### src/rtl/ama_riscv_hazard_tracker_pkg.sv
// Shared types and constants for the hazard tracker and its perf counter.
package ama_riscv_hazard_tracker_pkg;

  localparam int          STALL_CNT_W = 16;
  localparam logic [5:0]  RF_X0_ZERO  = 6'd0;

  // RUN: normal flow. MEM_WAIT: a load in MEM is waiting on DMEM.
  typedef enum logic {
    HZ_STATE_RUN      = 1'b0,
    HZ_STATE_MEM_WAIT = 1'b1
  } hz_state_e;

  // Destination-register slot carried down the pipeline.
  typedef struct packed {
    logic [5:0] rd;
    logic       reg_we;
    logic       load;
  } stage_t;

  localparam stage_t STAGE_BUBBLE = '{rd: 6'd0, reg_we: 1'b0, load: 1'b0};

endpackage

### src/rtl/ama_riscv_sat_counter.sv
// Saturating up-counter; increments on enabled edges, sticks at all-ones.
module ama_riscv_sat_counter #(
  parameter int CNT_W = 16
) (
  input  logic             clk,
  input  logic             rst_n,
  input  logic             en,
  output logic [CNT_W-1:0] count
);

  logic [CNT_W-1:0] count_q;
  logic [CNT_W-1:0] count_d;

  // Next count: add one when enabled unless already saturated.
  always_comb begin
    count_d = count_q;
    if (en && (count_q != {CNT_W{1'b1}})) begin
      count_d = count_q + {{(CNT_W-1){1'b0}}, 1'b1};
    end
  end

  // Count register.
  always_ff @(posedge clk or negedge rst_n) begin
    if (!rst_n) count_q <= '0;
    else        count_q <= count_d;
  end

  assign count = count_q;

endmodule

### src/rtl/ama_riscv_hazard_tracker.sv
// Destination-register pipeline (ID->EX->MEM), load-use bubble insertion
// and DMEM-wait freeze, with a saturating stall-cycle counter.
//
// Handshake: dmem_ready is a level from DMEM; while a writing load sits in
// MEM and dmem_ready=0 the whole pipeline freezes. The first cycle with
// dmem_ready=1 is a normal advancing cycle. flush_ex must be held by its
// source across a freeze, since it is ignored while frozen.
module ama_riscv_hazard_tracker
  import ama_riscv_hazard_tracker_pkg::*;
#(
  parameter int         CNT_W = STALL_CNT_W,
  parameter logic [5:0] RF_X0 = RF_X0_ZERO
) (
  input  logic             clk,
  input  logic             rst_n,
  input  logic [5:0]       rs1_id,
  input  logic [5:0]       rs2_id,
  input  logic             rs1_used_id,
  input  logic             rs2_used_id,
  input  logic [5:0]       rd_id,
  input  logic             reg_we_id,
  input  logic             load_inst_id,
  input  logic             flush_ex,
  input  logic             dmem_ready,
  output logic [5:0]       rd_ex,
  output logic             reg_we_ex,
  output logic             load_ex,
  output logic [5:0]       rd_mem,
  output logic             reg_we_mem,
  output logic             stall_if_id,
  output logic             freeze,
  output logic [CNT_W-1:0] stall_cnt
);

  hz_state_e state_q, state_d;
  stage_t    ex_q, ex_d;
  stage_t    mem_q, mem_d;
  logic      lu_haz;
  logic      mem_wait;

  // Hazard detection. x0 is never marked written, so the reg_we check
  // alone excludes it; the explicit rd check keeps the intent visible.
  always_comb begin
    lu_haz = ex_q.load && ex_q.reg_we && (ex_q.rd != RF_X0) &&
             ((rs1_used_id && (rs1_id == ex_q.rd)) ||
              (rs2_used_id && (rs2_id == ex_q.rd)));
    mem_wait = mem_q.load && mem_q.reg_we && !dmem_ready;
    freeze   = mem_wait;
    // A flushed ID instruction is dead, so let the redirect be fetched.
    stall_if_id = freeze || (lu_haz && !flush_ex);
  end

  // FSM next state: enter MEM_WAIT while DMEM stalls, leave on ready.
  always_comb begin
    state_d = state_q;
    case (state_q)
      HZ_STATE_RUN:      if (mem_wait)  state_d = HZ_STATE_MEM_WAIT;
      HZ_STATE_MEM_WAIT: if (!mem_wait) state_d = HZ_STATE_RUN;
      default:           state_d = HZ_STATE_RUN;
    endcase
  end

  // Stage advance: freeze holds everything, else shift and fill EX.
  always_comb begin
    ex_d  = ex_q;
    mem_d = mem_q;
    if (!freeze) begin
      mem_d = ex_q;
      if (flush_ex || lu_haz) begin
        ex_d = STAGE_BUBBLE;
      end else begin
        ex_d.rd     = rd_id;
        ex_d.reg_we = reg_we_id && (rd_id != RF_X0);
        ex_d.load   = load_inst_id;
      end
    end
  end

  // State and stage registers.
  always_ff @(posedge clk or negedge rst_n) begin
    if (!rst_n) begin
      state_q <= HZ_STATE_RUN;
      ex_q    <= STAGE_BUBBLE;
      mem_q   <= STAGE_BUBBLE;
    end else begin
      state_q <= state_d;
      ex_q    <= ex_d;
      mem_q   <= mem_d;
    end
  end

  ama_riscv_sat_counter #(.CNT_W(CNT_W)) u_stall_cnt (
    .clk   (clk),
    .rst_n (rst_n),
    .en    (stall_if_id),
    .count (stall_cnt)
  );

  assign rd_ex      = ex_q.rd;
  assign reg_we_ex  = ex_q.reg_we;
  assign load_ex    = ex_q.load;
  assign rd_mem     = mem_q.rd;
  assign reg_we_mem = mem_q.reg_we;

endmodule

### config.mk
export PLATFORM = sky130hd
export DESIGN_NAME = ama_riscv_hazard_tracker
export DESIGN_NICKNAME = d
export VERILOG_FILES = /design/src/rtl/ama_riscv_hazard_tracker_pkg.sv /design/src/rtl/ama_riscv_sat_counter.sv /design/src/rtl/ama_riscv_hazard_tracker.sv
export SDC_FILE = /design/constraint.sdc
export NUM_CORES = 1
export LEC_CHECK = 0
export ABC_AREA = 1
export BUFFER_PORTS_ARGS = -buffer_cell sky130_fd_sc_hd__buf_2
export CAP_MARGIN = 20
export CORE_MARGIN = 2
export CORE_UTILIZATION = 50
export CTS_BUF_LIST = sky130_fd_sc_hd__clkbuf_4
export CTS_CLUSTER_DIAMETER = 80
export CTS_CLUSTER_SIZE = 20
export DETAILED_ROUTE_END_ITERATION = 6
export PLACE_DENSITY = 0.77
export SLEW_MARGIN = 0
export SYNTH_ARGS = -nofsm -noshare
export SYNTH_HDL_FRONTEND = slang
export SYNTH_HIERARCHICAL = 1
export SYNTH_SLANG_ARGS = --single-unit
export TNS_END_PERCENT = 30
### constraint.sdc
create_clock -name clk -period 3.4 [get_ports clk]
set_clock_uncertainty 0.2 [all_clocks]
set_input_delay 0.68 -clock clk [delete_from_list [all_inputs] [get_ports clk]]
set_output_delay 0.68 -clock clk [all_outputs]
set_load 0.01 [all_outputs]
* Yosys cells after proc, flatten, opt, wreduce, memory -nomap -nowiden
Index checks and enable logic that the tools add are counted.
** Storage, ports and cells
- Flip-flop bits (word level) :: 32
- Input port bits :: 26
- Logic and storage cells :: 29
** Cells by class
- Add/subtract/negate cells :: 1
- Equality and inequality tests :: 3
- Multiplexer cells :: 1
- Reduce and logical (&&, ||, !) cells :: 17
** Operators by type and width (number)
- $add 16x1->16 const B :: 1
- $ne 16x16->1 const B :: 1
- $eq 6x6->1 :: 2
- $reduce_bool 6->1 :: 2
- $logic_and 1x1->1 :: 10
- $mux 8 :: 1
- $logic_or 1x1->1 :: 3
- $logic_not 1->1 :: 2

* Depth between registers and ports, before layout
- Word-level depth :: 7
- Mapped depth :: 18
- Gate-level depth less buffers :: 18

* By module
Netlist, hierarchy kept.
** By module, submodules not included
- ama_riscv_sat_counter :: instances 1, cells each 149, area an instance 1058.5 um2, seq. area each 400.4 um2
- ama_riscv_hazard_tracker :: instances 1, cells each 154, area an instance 999.7 um2, seq. area each 400.4 um2

* Least setup slack after synthesis
Ideal clock, no wire load.
- Kind :: input to register
- Start point :: input rs1_id[3]
- End point :: register u_stall_cnt.count_q[15], in the netlist u_stall_cnt/count[15]
- Library setup time :: 0.113 ns
- Arrival time :: 1.940 ns
- Required time :: 3.087 ns
- Setup slack :: 1.147 ns
- Stages :: 17
- Path buffers :: 0
- Cells stage by stage :: inv_1 nand2_1 nand2_1 inv_1 nand2_1 nor2_1 nand2_1 nand2_2 nand2_4 o21ai_2 inv_1 nor2_1 nand2_1 nor2_1 nand3_1 nand2_1 inv_1
** Between the ends
- Longest elaborated chain between the ends :: 7
** Ends and longest elaborated chain
- from (decl) :: RTL line ama_riscv_hazard_tracker.sv:16 : input logic [5:0] rs1_id,
- $eq 6x6->1 :: RTL line ama_riscv_hazard_tracker.sv:45 : ((rs1_used_id && (rs1_id == ex_q.rd)) ||
- $logic_and 1x1->1 :: RTL line ama_riscv_hazard_tracker.sv:45
- $logic_or 1x1->1 :: RTL line ama_riscv_hazard_tracker.sv:45
- $logic_and 1x1->1 :: RTL line ama_riscv_hazard_tracker.sv:44 : lu_haz = ex_q.load && ex_q.reg_we && (ex_q.rd != RF_X0) &&
- $logic_and 1x1->1 :: RTL line ama_riscv_hazard_tracker.sv:50 : stall_if_id = freeze || (lu_haz && !flush_ex);
- $logic_or 1x1->1 :: RTL line ama_riscv_hazard_tracker.sv:50
- via stall_if_id :: RTL line ama_riscv_hazard_tracker.sv:30 : output logic stall_if_id,
- $logic_and 1x1->1 :: RTL line ama_riscv_sat_counter.sv:17 : if (en && (count_q != {CNT_W{1'b1}})) begin
- to (signal assigned) :: RTL line ama_riscv_sat_counter.sv:25 : else count_q <= count_d;
- to (decl) :: RTL line ama_riscv_sat_counter.sv:11 : logic [CNT_W-1:0] count_q;
The timed path passes the listed nets, and every way through them passes these cells.
A chain may end at the register's enable or synchronous reset.

* Worst setup path after layout
- Start point :: register ex_q (netlist bit rd_ex[2])
- End point :: output stall_if_id
** Between the ends
- Longest elaborated chain between the ends :: 6
** Ends and longest elaborated chain
- from (decl) :: RTL line ama_riscv_hazard_tracker.sv:36 : stage_t ex_q, ex_d;
- from (signal assigned) :: RTL line ama_riscv_hazard_tracker.sv:83 : ex_q <= STAGE_BUBBLE;
- from (signal assigned) :: RTL line ama_riscv_hazard_tracker.sv:87 : ex_q <= ex_d;
- $eq 6x6->1 (on tied branches) :: RTL line ama_riscv_hazard_tracker.sv:45, ama_riscv_hazard_tracker.sv:46
- $logic_and 1x1->1 (on tied branches) :: RTL line ama_riscv_hazard_tracker.sv:45, ama_riscv_hazard_tracker.sv:46
- $logic_or 1x1->1 :: RTL line ama_riscv_hazard_tracker.sv:45
- $logic_and 1x1->1 (*) :: RTL line ama_riscv_hazard_tracker.sv:44
- $logic_and 1x1->1 (*) :: RTL line ama_riscv_hazard_tracker.sv:50
- $logic_or 1x1->1 (*) :: RTL line ama_riscv_hazard_tracker.sv:50
- to (decl) :: RTL line ama_riscv_hazard_tracker.sv:30
Every way passes the cells marked *; elsewhere a longest branch is shown, timed or not.

==> results by group <==
Clock tree
  – Post-CTS sizing: 0
  – Postcts setup bufs: 0
  – Max clock buf depth: 2
  – Hold_buf cts: 0
  – Clock root cell: clkbuf_4
  – Reg clk slew, reported paths: 0.10 ns
  – Worst-Skew Late Latency: 0.34 ns
  – H-tree depth: 2
  – TritonCTS clock tree: done
  – Num CTS Buffers: 5
  – Clk sink count: 32

Synth
  – Synthesized instance count: 303
  – Yosys reg bits: 32
  – Mapped Area: 0.002058 mm2
  – Syn Nets: 330
  – Sequential area share after synthesis: 38.91%
  – Library cells used by synthesis: 25
  – Ys Warns: 6
  – Syn Area/Cell: 6.793 um2

Final layout
  – Area of the multi-input gates: 0.001020 mm2
  – Area growth syn-to-layout: 17.51%
  – Reg area: 800.8 um2
  – ANT cells: 0
  – Fill cell count: 381
  – Nets: 385
  – Layout cells sized above 1: 26.18%
  – Most common cell after layout, fill and taps aside: nand2_1
  – Post-layout util: 60.90%
  – Most frequent cells in the layout: 119 x nand2_1, 58 x buf_2, 33 x inv_1

STA
  – Period utilisation layout: 79.27%
  – Relative max-transition margin: 52.75%
  – Max Fclk: 371.0 MHz
  – Final hold vios: 0
  – Final setup viols: 0
  – Fin. max-slew vios: 0
  – Fin Hold WS: 0.1806 ns
  – Worst Tran Pin Value: 0.7087 ns
  – Setup TNS: 0 ns
  – RSZ-0062 raised after global routing: false
  – Post-layout minimum cycle time: 2.695 ns

Place
  – Post-DP HPWL: 3.440 mm
  – Port buffer count: 58
  – Final Wtd Congestion: 0.8543

Routing
  – Pre-Repair DR Iteration Count: 4
  – Antenna viol nets, final: 0
  – DRC violations left: 0
  – Via density: 4.888
  – DR WL/cell: 11.21 um
  – Total Wirelength: 4.584 mm
  – DR vias: 1999
  – DRT iter0 DRCs: 108

GRT
  – Total grt overflow: 0
  – GRT Total Usage: 21.85%
  – Initial antenna violation count: 0
  – Vias in the first global route: 1751
  – Pin count of the biggest net entering global routing: 33
  – First-pass GRT wire length: 7.479 mm

Floorplanning
  – Die area: 0.004646 mm2
  – Core Rows: 23
  – Chip width: 68.16 um
  – # IOs: 59
  – CORE AREA: 0.003971 mm2
  – Initial core utilization: 51.83%
  – Die Y: 68.16 um

Critical path
  – Worst setup SP type: flop
  – Worst EP required: 2.52 ns
  – CP arrival: 1.82 ns
  – Crit-path max FO: 9
  – Crit. End Element: output pin
  – CP Class: flop to output pin

Pwr
  – Pwr per Cell Area: 417.0 mW/mm2
  – VDD IR-drop max: 0.0002797 V
  – Leakage: 1.355 nW

Worst hold path
  – Hold Path Class: input pin to asynchronous set/reset pin

Outcome
  – Status: finished clean

Run
  – Max Cap Violations: 0
## registers in the layout, indices dropped and copies added, names as in the netlist
register and count:
load_ex 1, mem_q 1, rd_ex 6, rd_mem 6
reg_we_ex 1, reg_we_mem 1, u_stall_cnt/count 16
## metal layers
layer / share of wire, % / track usage, % / up-vias
li1: - / - / 1036
met2: 47 / 36.41 / 46
met1: 48 / 27.13 / 914
met5: 0 / 0 / -
met3: 3.9 / 5.921 / 3
met4: 0.79 / 7.750 / 0
## report_power, final
group / switching [mW] / internal (mW) / leakage, nW
clock: 0.137 / 0.162 / 0.0456
combinational: 0.134 / 0.0934 / 0.899
sequential: 0.0590 / 0.423 / 0.410
## worst paths after layout
kind                       startpoint                    end  slack (ns)  depth (start not counted)
max                          rd_ex[2]            stall_if_id        0.70                         10
min                             rst_n   u_stall_cnt/count[3]        0.18                          1
max reg2reg                  rd_ex[2]  u_stall_cnt/count[15]        1.11                         16
min reg2reg                 rd_mem[1]              rd_mem[1]        0.30                          2
max in group asynchronous       rst_n  u_stall_cnt/count[13]        2.37                          1
min in group clk            rd_mem[1]              rd_mem[1]        0.30                          2
## cells by family after synthesis
| family | synth area share (%) |
|---|---|
| buffers and inverters | 11.67 |
| flip-flops | 38.91 |
| AO/OA/AOI/OAI | 5.350 |
| XOR/XNOR | 2.553 |
| adder cells (fa/ha/maj) | 0.6078 |
| AND/OR/NAND/NOR | 40.91 |
## layout make-up
class	count	area share [%]
well taps	50	2.587
repair buffers	59	12.31
flip-flops and latches	32	33.11
multi-input cells	218	42.16
clock inverters	2	1.449
clock buffers	6	1.862
inverters	42	6.518
## synthesized netlist by cell type
cell type    n  share of area [%]
inv_2        9                1.6
dfrtp_1     32                 39
o22ai_1      1               0.30
xor2_1       1               0.43
o21ai_0     13                3.2
nand3_1     18                4.4
nand2_2      5                1.5
buf_2        3               0.73
buf_4        6                2.2
xnor2_1      5                2.1
buf_6        2                1.1
nor3_1       1               0.24
nor2_1      31                5.7
nand4_4      1                1.0
ha_1         1               0.61
nand4_1      7                2.1
o21ai_1      1               0.24
nor2_4       4                2.2
a21boi_1     1               0.36
o21ai_2      3                1.3
inv_1       33                6.0
nand2_4      1               0.55
nor2_2       3               0.91
nand2_1    119                 22
or2_1        2               0.61
## worst max-delay path, cell delays in order, from the launching register on
cell and delay (ns):
dfrtp_1 0.47, inv_1 0.12, nand2_1 0.06, nand2_1 0.06
nand2_1 0.05, nor2_1 0.09, nand2_1 0.07, nand2_2 0.09
nand2_4 0.08, o21ai_2 0.21, buf_2 0.17
## stage by stage
step | instances | cell area [um2] | power [mW] | setup WS [ns]
after CTS | 409 | 2419 | 1.017 | 0.6774
after global placement | 401 | 2338 | 0.7089 | 0.8321
after detailed placement | 401 | 2338 | 0.7169 | 0.8022
after floorplan | 303 | 2058 | 0.6250 | 1.147
after global routing | 409 | 2419 | 1.075 | 0.5418
final | 409 | 2419 | 1.008 | 0.7047
(Power assumes the default switching activity.)
